File: src/rtl/fifo_mux_param_if.sv
// fifo_mux_param_if: write/read handshake and status bundle between a FIFO and its users
interface fifo_mux_param_if #(
    parameter int bw = 8,
    parameter int depth_log2 = 4
);
    logic [bw-1:0] in_i;
    logic wr_i;
    logic rd_i;
    logic clr_err_i;
    logic [bw-1:0] out_o;
    logic full_o;
    logic empty_o;
    logic afull_o;
    logic [depth_log2:0] count_o;
    logic ovf_o;
    logic unf_o;
    modport slave (
        input in_i, wr_i, rd_i, clr_err_i,
        output out_o, full_o, empty_o, afull_o, count_o, ovf_o, unf_o
    );
    modport master (
        output in_i, wr_i, rd_i, clr_err_i,
        input out_o, full_o, empty_o, afull_o, count_o, ovf_o, unf_o
    );
endinterface

File: src/rtl/fifo_mux_param.sv
// fifo_mux_param: first-word-fall-through FIFO with a DEPTH:1 read mux tree, occupancy and sticky error flags
module fifo_mux_param #(
    parameter int bw = 8,
    parameter int depth_log2 = 4,
    parameter int afull_th = 12
) (
    input logic clk,
    input logic reset,
    fifo_mux_param_if.slave bus
);
    localparam int DEPTH = 2 ** depth_log2;
    localparam logic [depth_log2:0] DEPTH_C = (depth_log2 + 1)'(DEPTH);
    localparam logic [depth_log2:0] AFULL_C = (depth_log2 + 1)'(afull_th);
    logic [bw-1:0] mem_q [DEPTH];
    logic [bw-1:0] node [1:2*DEPTH-1];
    logic [depth_log2-1:0] wr_ptr_q, wr_ptr_d, rd_ptr_q, rd_ptr_d;
    logic [depth_log2:0] count_q, count_d;
    logic ovf_q, ovf_d, unf_q, unf_d;
    logic full, empty, wa, ra;
    assign full = count_q == DEPTH_C;
    assign empty = count_q == '0;
    assign bus.full_o = full;
    assign bus.empty_o = empty;
    assign bus.afull_o = count_q >= AFULL_C;
    assign bus.count_o = count_q;
    assign bus.ovf_o = ovf_q;
    assign bus.unf_o = unf_q;
    assign bus.out_o = node[1];
    // Heap-indexed mux tree: leaves are storage entries, stage l selects on rd_ptr bit l
    for (genvar k = 0; k < DEPTH; k++) begin : g_leaf
        assign node[DEPTH+k] = mem_q[k];
    end
    for (genvar l = 0; l < depth_log2; l++) begin : g_stage
        for (genvar n = (DEPTH >> (l + 1)); n < (DEPTH >> l); n++) begin : g_node
            assign node[n] = rd_ptr_q[l] ? node[2*n+1] : node[2*n];
        end
    end
    // Accept decisions use pre-edge full/empty; set of an error flag wins over clear
    always_comb begin
        wa = bus.wr_i & ~full;
        ra = bus.rd_i & ~empty;
        wr_ptr_d = wa ? wr_ptr_q + 1'b1 : wr_ptr_q;
        rd_ptr_d = ra ? rd_ptr_q + 1'b1 : rd_ptr_q;
        count_d = (wa & ~ra) ? count_q + 1'b1 : (ra & ~wa) ? count_q - 1'b1 : count_q;
        ovf_d = (ovf_q & ~bus.clr_err_i) | (bus.wr_i & full);
        unf_d = (unf_q & ~bus.clr_err_i) | (bus.rd_i & empty);
    end
    // Control state with synchronous active-low reset taking priority
    always_ff @(posedge clk) begin
        if (!reset) begin
            wr_ptr_q <= '0;
            rd_ptr_q <= '0;
            count_q <= '0;
            ovf_q <= 1'b0;
            unf_q <= 1'b0;
        end else begin
            wr_ptr_q <= wr_ptr_d;
            rd_ptr_q <= rd_ptr_d;
            count_q <= count_d;
            ovf_q <= ovf_d;
            unf_q <= unf_d;
        end
    end
    // Storage array is never reset; only accepted writes outside reset update it
    always_ff @(posedge clk) begin
        if (reset && wa) mem_q[wr_ptr_q] <= bus.in_i;
    end
endmodule

File: src/flat_wrapper.sv
// flat-port wrapper written by rule: the top's interface ports become plain ports
module fifo_mux_param_flat 
#(
    parameter int bw = 8,
    parameter int depth_log2 = 4,
    parameter int afull_th = 12
)
  (clk, reset, bus_in_i, bus_wr_i, bus_rd_i, bus_clr_err_i, bus_out_o, bus_full_o, bus_empty_o, bus_afull_o, bus_count_o, bus_ovf_o, bus_unf_o);
  fifo_mux_param_if #(.bw(bw), .depth_log2(depth_log2)) bus_i ();
  input logic clk;
  input logic reset;
  input wire logic [$bits(bus_i.in_i)-1:0] bus_in_i;
  input wire logic [$bits(bus_i.wr_i)-1:0] bus_wr_i;
  input wire logic [$bits(bus_i.rd_i)-1:0] bus_rd_i;
  input wire logic [$bits(bus_i.clr_err_i)-1:0] bus_clr_err_i;
  output wire logic [$bits(bus_i.out_o)-1:0] bus_out_o;
  output wire logic [$bits(bus_i.full_o)-1:0] bus_full_o;
  output wire logic [$bits(bus_i.empty_o)-1:0] bus_empty_o;
  output wire logic [$bits(bus_i.afull_o)-1:0] bus_afull_o;
  output wire logic [$bits(bus_i.count_o)-1:0] bus_count_o;
  output wire logic [$bits(bus_i.ovf_o)-1:0] bus_ovf_o;
  output wire logic [$bits(bus_i.unf_o)-1:0] bus_unf_o;
  assign bus_i.in_i = bus_in_i;
  assign bus_i.wr_i = bus_wr_i;
  assign bus_i.rd_i = bus_rd_i;
  assign bus_i.clr_err_i = bus_clr_err_i;
  assign bus_out_o = bus_i.out_o;
  assign bus_full_o = bus_i.full_o;
  assign bus_empty_o = bus_i.empty_o;
  assign bus_afull_o = bus_i.afull_o;
  assign bus_count_o = bus_i.count_o;
  assign bus_ovf_o = bus_i.ovf_o;
  assign bus_unf_o = bus_i.unf_o;
  fifo_mux_param #(.bw(bw), .depth_log2(depth_log2), .afull_th(afull_th)) u_core (.clk(clk), .reset(reset), .bus(bus_i));
endmodule
File: config.mk
export PLATFORM = sky130hd
export DESIGN_NAME = fifo_mux_param_flat
export DESIGN_NICKNAME = d
export VERILOG_FILES = /design/src/rtl/fifo_mux_param_if.sv /design/src/rtl/fifo_mux_param.sv /design/src/flat_wrapper.sv
export SDC_FILE = /design/constraint.sdc
export NUM_CORES = 1
export LEC_CHECK = 0
export BUFFER_PORTS_ARGS = -buffer_cell sky130_fd_sc_hd__buf_2
export CORE_UTILIZATION = 55
export DETAILED_ROUTE_END_ITERATION = 10
export MAX_ROUTING_LAYER = met4
export PLACE_DENSITY = 0.73
export SLEW_MARGIN = 20
export SYNTH_ARGS = -nofsm -noshare
export SYNTH_HDL_FRONTEND = slang
export SYNTH_SLANG_ARGS = --single-unit
File: constraint.sdc
create_clock -name clk -period 2.88 [get_ports clk]
set_input_delay 0.432 -clock clk [delete_from_list [all_inputs] [get_ports clk]]
set_output_delay 0.432 -clock clk [all_outputs]
set_load 0.01 [all_outputs]
==> summary.txt, run 1 <==
Clock network
  • Cts bufs inserted: 17
  • H-tree Lvls: 4
  • Hold-fix buffers, CTS: 0
  • Root Driver: clkbuf_8
  • Clk sinks: 143
  • CTS-repair resized insts: 0
  • Clk buf depth: 2
  • Postcts setup bufs: 0
  • Worst-Skew Late Latency: 0.52 ns
  • CTS tree: yes
  • Worst-path clk slew: roughly 0.06 ns

Layout
  • Fillcell total: 682
  • Ant. Diodes: 0
  • Layout cells sized above 1: a little under a third
  • Storage cell area: 4150 sq um
  • Multi-input logic area: between 1500 and 2000 sq um
  • Post-layout util: approximately two thirds
  • Area grow syn2layout: 16.7%
  • Layout Nets: around 390

Worst setup path
  • Crit. End Element: primary output
  • Crit path kind: reg2out
  • CP top delay family: flip-flops
  • Critical Path RT: 2.45 ns
  • CP Buf/Inv Count: 2
  • Worst R2R Start: u_core.bus.count_o[0]
  • CP arrival: 2.26 ns
  • Worst path max stage delay: roughly 0.6 ns
  • Critical path cell sequence: buf_4 > mux4_2 > a22oi_1 > nand2_1 > buf_2
  • Type of origin of the critical path: flop
  • CP max FO: 12
  • Crit. Startpoint: u_core.rd_ptr_q[1]
  • Slowest cell on the critical path: dfxtp_1

Power
  • Sw Share: between 20% and 30%
  • Comb pwr share: between 20% and 30%
  • P_sw: approximately 0.0016 W
  • Power per cell area: between 800 and 900 nW/um^2
  • Sequential power share: 41.1%
  • Leakage: around 2.3 nW
  • Clock share of power: about a third
  • Int Power: approximately 0.0043 W
  • Peak VDD IR: around 0.55 mV

Floorplanning
  • Core area: 10200 sq um
  • Die area: 10900 sq um
  • Die W: approximately 100 um
  • IO Pins: 31
  • Cell Rows: 37
  • Initial core utilization: a little under three fifths
  • Die Y: between 100 and 150 um

Yosys
  • Post-Syn Nets: about 340
  • Post-synth top area share: between 60% and 70%
  • Synth top area cells: edfxtp_1, mux4_2, dfxtp_1, a22oi_1, ha_1
  • Seq/Total Area, Yosys: a little under three quarters
  • Yosys reg bits: between 100 and 150
  • Async SR Flop Fraction: 0%
  • Mapped Area: about 5800 sq um
  • Count leader, synth: edfxtp_1
  • Post-synth EDFFs: between 100 and 150
  • Synth cell count leaders: edfxtp_1, mux4_2, nor2_1, nand2_1, a22oi_1
  • Total number of yosys warnings: 0
  • Main synth FF type: edfxtp_1
  • Yosys top cell by area: edfxtp_1
  • Post-synthesis average cell area: 18.2 sq um
  • Cell variety after synth: 34
  • Synth Instances: between 300 and 400

Global routing
  • First-pass GRT wire length: roughly 17 mm
  • Antenna violations before repair: 0
  • Met1 Track Usage GR: 27.6%
  • Largest net degree at the start of global routing: 25
  • Busiest grt layer: met2
  • Total grt overflow: 0
  • Met3 usage: 6.08%
  • GRT Util Overall: a little under a quarter
  • Number of global-route vias before repair: 3177
  • GR met2 Demand/Resource: 37.5%

Drt
  • Remaining DRCs: 0
  • Router iterations before antenna repair: 4
  • Number of vias per cell: between 5 and 6
  • Routed len/inst: roughly 21 um
  • Routed wire length: 11.0 mm
  • Antenna viol nets, final: 0
  • Vias after detailed routing: 2981
  • DR iter-0 viols: approximately 160

Place
  • I/O Buffers: 30
  • DP Wirelength: between 6 and 7 mm
  • Placer Congestion: just under 0.8

STA
  • Highest Clock Rate: approximately 370 MHz
  • Post-route setup TNS: 0 ns
  • RSZ-0062 raised after global routing: false
  • Fin crit share: between 90 and 100%
  • Final hold vios: 0
  • Max-slew violation count: 0
  • Final Setup Violations: 0
  • Measured slew at the worst slew-check pin: roughly 0.96 ns
  • Min cycle time layout: about 2.7 ns
  • Clk_skew: 0.0115 ns
  • Slew Limit Headroom: a little over a third

Run status
  • Status: completed

Run
  • Max Cap Viol: 0

Min path
  • HP Class: in2reg
  • Hold Startpoint: bus_clr_err_i
metrics by stage:
step	setup WS [ns]	cells	area [sq um]	total power, W	hold WS (ns)
4_1_cts	0.122	517	6730	0.00596	0.237
2_1_floorplan	0.189	318	5770	0.00350	0.474
3_5_place_dp	0.153	485	6170	0.00393	0.519
6_report	0.188	517	6740	0.00593	0.246
5_1_grt	0.0364	517	6740	0.00619	0.239
3_3_place_gp	0.282	485	6170	0.00389	0.495
cell families after synthesis:
group                    share of synthesized area, %
AO/OA/AOI/OAI                                    3.92
XOR/XNOR                                        0.910
adder cells (fa/ha/maj)                          2.30
buffers and inverters                            1.67
flip-flops                                       71.8
multiplexers                                     13.4
AND/OR/NAND/NOR                                  6.05
state kept, by name (all words and copies together) (netlist names):
signal and flops:
u_core.bus.count_o 5, u_core.bus.unf_o 1, u_core.rd_ptr_q 4, u_core.mem_q 128
u_core.bus.ovf_o 1, u_core.wr_ptr_q 4
final timing paths:
path                           end  cells past startpoint  slack, ns
min reg2reg     u_core.wr_ptr_q[3]                      2       0.53
max                   bus_out_o[6]                      5       0.19
min               u_core.bus.ovf_o                      4       0.25
max reg2reg  u_core.bus.count_o[3]                      9       0.20
area by class of cell:
| class | count | area share, % |
|---|---|---|
| Sequential cell | 143 | 61.5 |
| Multi-Input combinational cell | 153 | 22.8 |
| Clock buffer | 18 | 6.20 |
| Timing Repair Buffer | 47 | 4.50 |
| Tap cell | 136 | 2.53 |
| Clock inverter | 14 | 2.10 |
| Inverter | 6 | 0.334 |
worst min-delay path, delay by kind of cell:
family                 cells  cell delay (ns)
buffers and inverters      1             0.09
AO/OA/AOI/OAI              1             0.11
AND/OR/NAND/NOR            2             0.09
routing by layer:
metal,up-vias,routed length (um)
met4,0,172
li1,1356,-
met2,98,5860
met1,1515,4470
met3,12,491
met5,-,0
cells in the final DEF, fill, tap and decap left out, drive strengths merged:
master      n
a21o        1
a21oi       4
a22oi      16
and2        8
buf        47
bufinv      2
clkbuf     18
clkinv      8
clkinvlp    2
dfxtp      15
edfxtp    128
fa          1
ha          9
inv         8
mux2i       5
mux4       32
nand2      18
nand2b      3
nand3       4
nand3b      2
nand4       1
nand4b      1
nor2       23
nor2b       8
o211ai      3
o21a        1
o21ai       3
o31ai       1
or3b        1
or4         1
or4b        1
xnor2       5
xor2        1
power groups by stage:
stage / clock network, W / registers, W / logic [W]
6_report: 0.00204 / 0.00244 / 0.00145
2_1_floorplan: 0 / 0.00246 / 0.00103
5_1_grt: 0.00215 / 0.00245 / 0.00159
3_3_place_gp: 0 / 0.00247 / 0.00142
3_5_place_dp: 0 / 0.00248 / 0.00145
4_1_cts: 0.00206 / 0.00244 / 0.00147
Note: power is estimated with default switching activity, not from simulation.
==> run 2, diff against run 1 <==
==> constraint.sdc (replaced) <==
create_clock -name clk -period 2.88 [get_ports clk]
set_input_delay 0.864 -clock clk [delete_from_list [all_inputs] [get_ports clk]]
set_output_delay 0.864 -clock clk [all_outputs]
set_load 0.01 [all_outputs]
==> summary.txt, run 2 (same netlist as run 1, synthesis figures left out) <==
Run status
  • Status: finished, violations left
  • Failing checks: setup timing

Drt
  • Routed len/inst: 21.7 um (+1.9%)
  • Antenna viol nets, final: 0 (unchanged)
  • Routed wire length: 11.4 mm (+3.6%)
  • DR iter-0 viols: 208 (+28%)
  • Router iterations before antenna repair: 4 (unchanged)
  • Remaining DRCs: 0 (unchanged)
  • Number of vias per cell: 5.75 (-0.26%)
  • Vias after detailed routing: 3025 (+1.5%)

Min path
  • Hold Startpoint: u_core.wr_ptr_q[3]
  • HP Class: reg2reg
  • Hold-critical path depth: 2 (-2)
  • Hold EP: u_core.wr_ptr_q[3]

STA
  • Worst setup margin: -0.137 ns (-0.325 ns)
  • Final Setup Violations: 8 (+8)
  • Highest Clock Rate: 331 MHz (-11%)
  • Fin crit share: 105% (+11 points)
  • Final hold vios: 0 (unchanged)
  • Min cycle time layout: 3.02 ns (+0.325 ns)
  • Slew Limit Headroom: 42.5% (+6.5 points)
  • RSZ-0062 raised after global routing: true
  • Max-slew violation count: 0 (unchanged)
  • Clk_skew: 0.0108 ns (-0.000701 ns)
  • Measured slew at the worst slew-check pin: 0.860 ns (-0.0970 ns)
  • Post-route setup TNS: -0.555 ns (-0.555 ns)

Layout
  • Commonest non-fill, non-tap cell in the layout: edfxtp_1
  • Top reg by flops: u_core.mem_q
  • Most frequent cells in the layout: edfxtp_1, mux4_2, buf_2, nor2_1, buf_4
  • Post-layout util: 68.0% (+2.1 points)
  • Layout cells sized above 1: 34.4% (+4.2 points)
  • Layout Nets: 401 (+2.6%)
  • Max reg flops: 128 (unchanged)
  • Area grow syn2layout: 20.5%
  • Ant. Diodes: 0 (unchanged)
  • Final instance area: 6950 sq um (+3.3%)

Floorplanning
  • Die area: 10900 sq um (unchanged)
  • Die W: 104 um (unchanged)
  • IO Pins: 31 (unchanged)
  • Die Y: 104 um (unchanged)
  • Cell Rows: 37 (unchanged)
  • Core area: 10200 sq um (unchanged)
  • Initial core utilization: 56.4% (unchanged)

Clock network
  • CTS tree: yes
  • Hold-fix buffers, CTS: 0 (unchanged)
  • Worst-path clk slew: 0.06 ns (about the same)
  • Clk sinks: 143 (unchanged)
  • Clk buf depth: 2 (unchanged)
  • Root Driver: clkbuf_8
  • H-tree Lvls: 4 (unchanged)
  • Worst-Skew Late Latency: 0.53 ns (about the same)
  • Cts bufs inserted: 17 (unchanged)

Worst setup path
  • CP Buf/Inv Count: 2 (unchanged)
  • Crit. End Element: primary output
  • R2r worst-path depth: 9 (unchanged)
  • CP max FO: 10 (-2)
  • Reg2reg end: u_core.bus.count_o[3]
  • CP arrival: 2.15 ns (-0.11 ns)
  • Crit path kind: reg2out
  • CP top delay family: multiplexers
  • Critical path cell sequence: buf_12 > mux4_2 > a22oi_2 > nand2_1 > buf_2
  • Critical Path RT: 2.02 ns (-0.43 ns)
  • Worst path max stage delay: 0.52 ns (-0.08 ns)
  • Worst R2R Start: u_core.bus.count_o[0]
  • Type of origin of the critical path: flop
  • Slowest cell on the critical path: mux4_2
  • R2r setup slk: 0.18 ns (-0.02 ns)

Place
  • Dpl ws: 0.0792 ns (-0.0739 ns)
  • DP Wirelength: 6.83 mm (+0.60%)
  • Placer Congestion: 0.799 (+4.0%)
  • Area after DPL: 6220 sq um (+0.85%)
  • I/O Buffers: 30 (unchanged)

Global routing
  • Largest net degree at the start of global routing: 24 (-4.0%)
  • GRT Util Overall: 23.5% (+0.53 points)
  • First-pass GRT wire length: 17.6 mm (+1.4%)
  • Antenna violations before repair: 0 (unchanged)
  • Total grt overflow: 0 (unchanged)
  • Number of global-route vias before repair: 3201 (+0.76%)

Power
  • Peak VDD IR: 0.593 mV (+7.9%)
  • Pwr Total: 0.00630 W (+6.2%)
  • Power per cell area: 905 nW/um^2 (+2.8%)
  • Leakage: 2.38 nW (+4.0%)

Run
  • Max Cap Viol: 0 (unchanged)
-- run 2: cell types whose count changed in the layout (fill, tap and decap cells not counted), sizes merged --
| cell | delta |
|---|---|
| bufinv | +3 |
| clkinv | -3 |
| clkbuf | +1 |
| buf | +9 |
| clkinvlp | +1 |
| inv | -2 |
-- run 2: worst max-delay path by stage --
stage / from / end / depth (start not counted)
after floorplan: u_core.bus.count_o[0] / u_core.bus.count_o[4] / 10
after detailed placement: u_core.bus.count_o[0] / u_core.bus.count_o[3] / 9
after CTS: u_core.rd_ptr_q[0] / bus_out_o[2] / 5
after global placement: u_core.bus.count_o[0] / u_core.bus.count_o[3] / 9
after global routing: u_core.rd_ptr_q[0] / bus_out_o[1] / 5
final: u_core.rd_ptr_q[0] / bus_out_o[2] / 5
-- run 2: where the power goes --
part	leakage (nW)	internal, W	switching, W	total, W
registers	1.28	0.00235	0.0000966	0.00245
logic	0.816	0.000819	0.000763	0.00158
clock network	0.292	0.00148	0.000789	0.00226
total	2.38	0.00465	0.00165	0.00630
-- run 2: through the flow --
stage	hold WS (ns)	cells
floorplan	0.474	318
global placement	0.493	492
detailed placement	0.509	492
CTS	0.521	525
global route	0.541	526
finish	0.530	526
-- run 2: worst min-delay path: cells and delay by family (launching register included) --
kind / cells / cell delay (ns)
DFF: 1 / 0.35
and+or+nand+nor: 1 / 0.07
muxes: 1 / 0.06
-- run 2: final cells by class --
type                       instances  area, sq um
tap                              136          170
clock buffer                      18          418
inverter                           6         22.5
timing repair buffer              57          415
sequential                       143         4150
multi-input combinational        153         1590
fill                             661         3280
clock inverter                    13          195
-- run 2: layer usage --
metal | vias to the layer above | wire [um] | global-route usage [%]
met5 | - | 0 | -
met3 | 16 | 608 | 6.83
li1 | 1372 | - | -
met4 | 0 | 206 | 9.59
met1 | 1538 | 4480 | 27.6
met2 | 99 | 6100 | 38.3
-- run 2: what timing repair did --
item / 4_1_cts / 5_1_grt
setup endpoints to repair: 8 / 12
pin swaps: 3 / 3
gates cloned: 1 / 1
buffers inserted: 1 / 0
resized for setup: 10 / 3
hold endpoints to repair: 0 / 0
==> run 3, diff against run 2 <==
Settings changed: REMOVE_ABC_BUFFERS set to 1.
==> summary.txt, run 3 (same netlist as run 1, synthesis figures left out) <==
Run status
  • Status: finished, violations left
  • Failing checks: setup timing

STA
  • Final Setup Violations: 7 (-1)
  • Measured slew at the worst slew-check pin: 0.948 ns (+0.0883 ns)
  • Max-slew violation count: 0 (unchanged)
  • Worst setup margin: -0.0882 ns (+0.0488 ns)
  • Clk_skew: 0.0112 ns (+0.000402 ns)
  • Post-route setup TNS: -0.278 ns (+0.277 ns)
  • Fin crit share: 103% (-1.7 points)
  • Slew Limit Headroom: 36.6% (-5.9 points)
  • Highest Clock Rate: 337 MHz (+1.6%)
  • Min cycle time layout: 2.97 ns (-0.0488 ns)
  • RSZ-0062 raised after global routing: true
  • Final hold vios: 0 (unchanged)

Layout
  • Most frequent cells in the layout: edfxtp_1, mux4_2, buf_2, buf_4, nor2_1
  • Layout Nets: 409 (+2.0%)
  • Post-layout util: 68.3% (+0.32 points)
  • Area grow syn2layout: 21.0%
  • Ant. Diodes: 0 (unchanged)
  • Top reg by flops: u_core.mem_q
  • Fillcell total: 665 (+0.61%)
  • Commonest non-fill, non-tap cell in the layout: edfxtp_1
  • Layout cells sized above 1: 37.3% (+3.0 points)
  • Storage cell area: 4150 sq um (about the same)
  • Multi-input logic area: 1600 sq um (+0.79%)
  • Max reg flops: 128 (unchanged)

Worst setup path
  • R2r worst-path depth: 9 (unchanged)
  • CP arrival: 2.10 ns (-0.05 ns)
  • Critical Path RT: 2.02 ns (about the same)
  • Type of origin of the critical path: flop
  • R2r setup slk: 0.24 ns (+0.06 ns)
  • Reg2reg end: u_core.bus.count_o[3]
  • Crit path kind: reg2out
  • CP most frequent cell: buf_12
  • Critical path cell sequence: buf_12 > buf_12 > mux4_2 > a22oi_2 > nand2_1 > buf_2
  • Crit. End Element: primary output
  • Slowest cell on the critical path: mux4_2
  • Crit. Startpoint: u_core.rd_ptr_q[0]
  • CP max FO: 8 (-2)
  • Worst path max stage delay: 0.52 ns (about the same)
  • Worst R2R Start: u_core.bus.count_o[0]

Min path
  • Hold-critical path depth: 2 (unchanged)
  • Hold Startpoint: u_core.wr_ptr_q[3]
  • Hold EP: u_core.wr_ptr_q[3]
  • HP Class: reg2reg

Global routing
  • Total grt overflow: 0 (unchanged)
  • Busiest grt layer: met2
  • First-pass GRT wire length: 17.9 mm (+2.2%)
  • GR met2 Demand/Resource: 38.4% (+0.095 points)
  • Met3 usage: 5.01% (-1.8 points)
  • Antenna violations before repair: 0 (unchanged)
  • Number of global-route vias before repair: 3221 (+0.62%)
  • Largest net degree at the start of global routing: 33 (+38%)
  • Met1 Track Usage GR: 30.2% (+2.7 points)
  • GRT Util Overall: 23.9% (+0.32 points)

Drt
  • Routed wire length: 11.6 mm (+1.5%)
  • Remaining DRCs: 0 (unchanged)
  • Number of vias per cell: 5.82 (+1.2%)
  • DR iter-0 viols: 273 (+31%)
  • Antenna viol nets, final: 0 (unchanged)
  • Vias after detailed routing: 3113 (+2.9%)
  • Routed len/inst: 21.6 um (-0.21%)
  • Router iterations before antenna repair: 4 (unchanged)

Floorplanning
  • IO Pins: 31 (unchanged)
  • Die W: 104 um (unchanged)
  • Die area: 10900 sq um (unchanged)
  • Core area: 10200 sq um (unchanged)
  • Initial core utilization: 56.4% (unchanged)
  • Die Y: 104 um (unchanged)
  • Cell Rows: 37 (unchanged)

Power
  • Power per cell area: 875 nW/um^2 (-3.3%)
  • Leakage: 2.40 nW (+0.60%)
  • Pwr Total: 0.00611 W (-2.9%)
  • Peak VDD IR: 0.557 mV (-6.0%)

Clock network
  • Worst-path clk slew: 0.06 ns (about the same)
  • Clk buf depth: 2 (unchanged)
  • Root Driver: clkbuf_8
  • Hold-fix buffers, CTS: 0 (unchanged)
  • H-tree Lvls: 4 (unchanged)
  • CTS tree: yes
  • Cts bufs inserted: 17 (unchanged)
  • Worst-Skew Late Latency: 0.50 ns (-0.03 ns)
  • Clk sinks: 143 (unchanged)

Place
  • Dpl ws: 0.170 ns (+0.0904 ns)
  • I/O Buffers: 30 (unchanged)
  • DP Wirelength: 6.65 mm (-2.6%)
  • Placer Congestion: 0.765 (-4.3%)

Run
  • Max Cap Viol: 0 (unchanged)
==> run 3: layer usage <==
metal / up-vias / wire length, um
met1: 1577 / 4640
met4: 0 / 173
met3: 14 / 734
li1: 1395 / -
met2: 127 / 6010
met5: - / 0
==> run 3: worst max path at each step <==
stage / end / slack, ns / cells after the start
global placement: u_core.bus.count_o[3] / 0.25 / 9
CTS: bus_out_o[2] / -0.11 / 6
global route: bus_out_o[3] / -0.17 / 6
finish: bus_out_o[2] / -0.09 / 6
detailed placement: u_core.bus.count_o[3] / 0.17 / 9
floorplan: bus_out_o[0] / -0.43 / 3
==> run 3: per-stage QoR <==
stage | std cells | hold slack (ns) | area [sq um]
3_3_place_gp | 494 | 0.500 | 6250
3_5_place_dp | 494 | 0.507 | 6250
2_1_floorplan | 302 | 0.474 | 5700
4_1_cts | 534 | 0.516 | 6920
5_1_grt | 535 | 0.535 | 6990
6_report | 535 | 0.521 | 6990
==> run 3: final cells by class <==
type | instances | area share (%)
clock buffer | 17 | 5.93
clock inverter | 15 | 1.76
inverter | 6 | 0.322
multi-input combinational | 153 | 22.9
sequential | 143 | 59.4
tap | 136 | 2.44
timing repair buffer | 65 | 7.31
==> run 3: what timing repair did <==
item | 4_1_cts | 5_1_grt
pin swaps | 2 | 6
endpoints found under the setup margin | 8 | 10
gates cloned | 1 | 1
resized for setup | 13 | 9
buffers inserted | 7 | 0
==> run 3: where the power goes <==
part,internal (W),switching [W],leakage (nW)
Clock,0.00108,0.000871,0.254
Combinational,0.000915,0.000806,0.867
Sequential,0.00235,0.0000882,1.28
Total,0.00435,0.00176,2.40
==> run 3: worst max-delay path: cells and delay by family, from the launching register on <==
kind            cells  cell delay, ns
simple gates        1            0.08
mux                 1            0.52
compound gates      1            0.19
flops               1            0.38
buf+inv             3            0.43
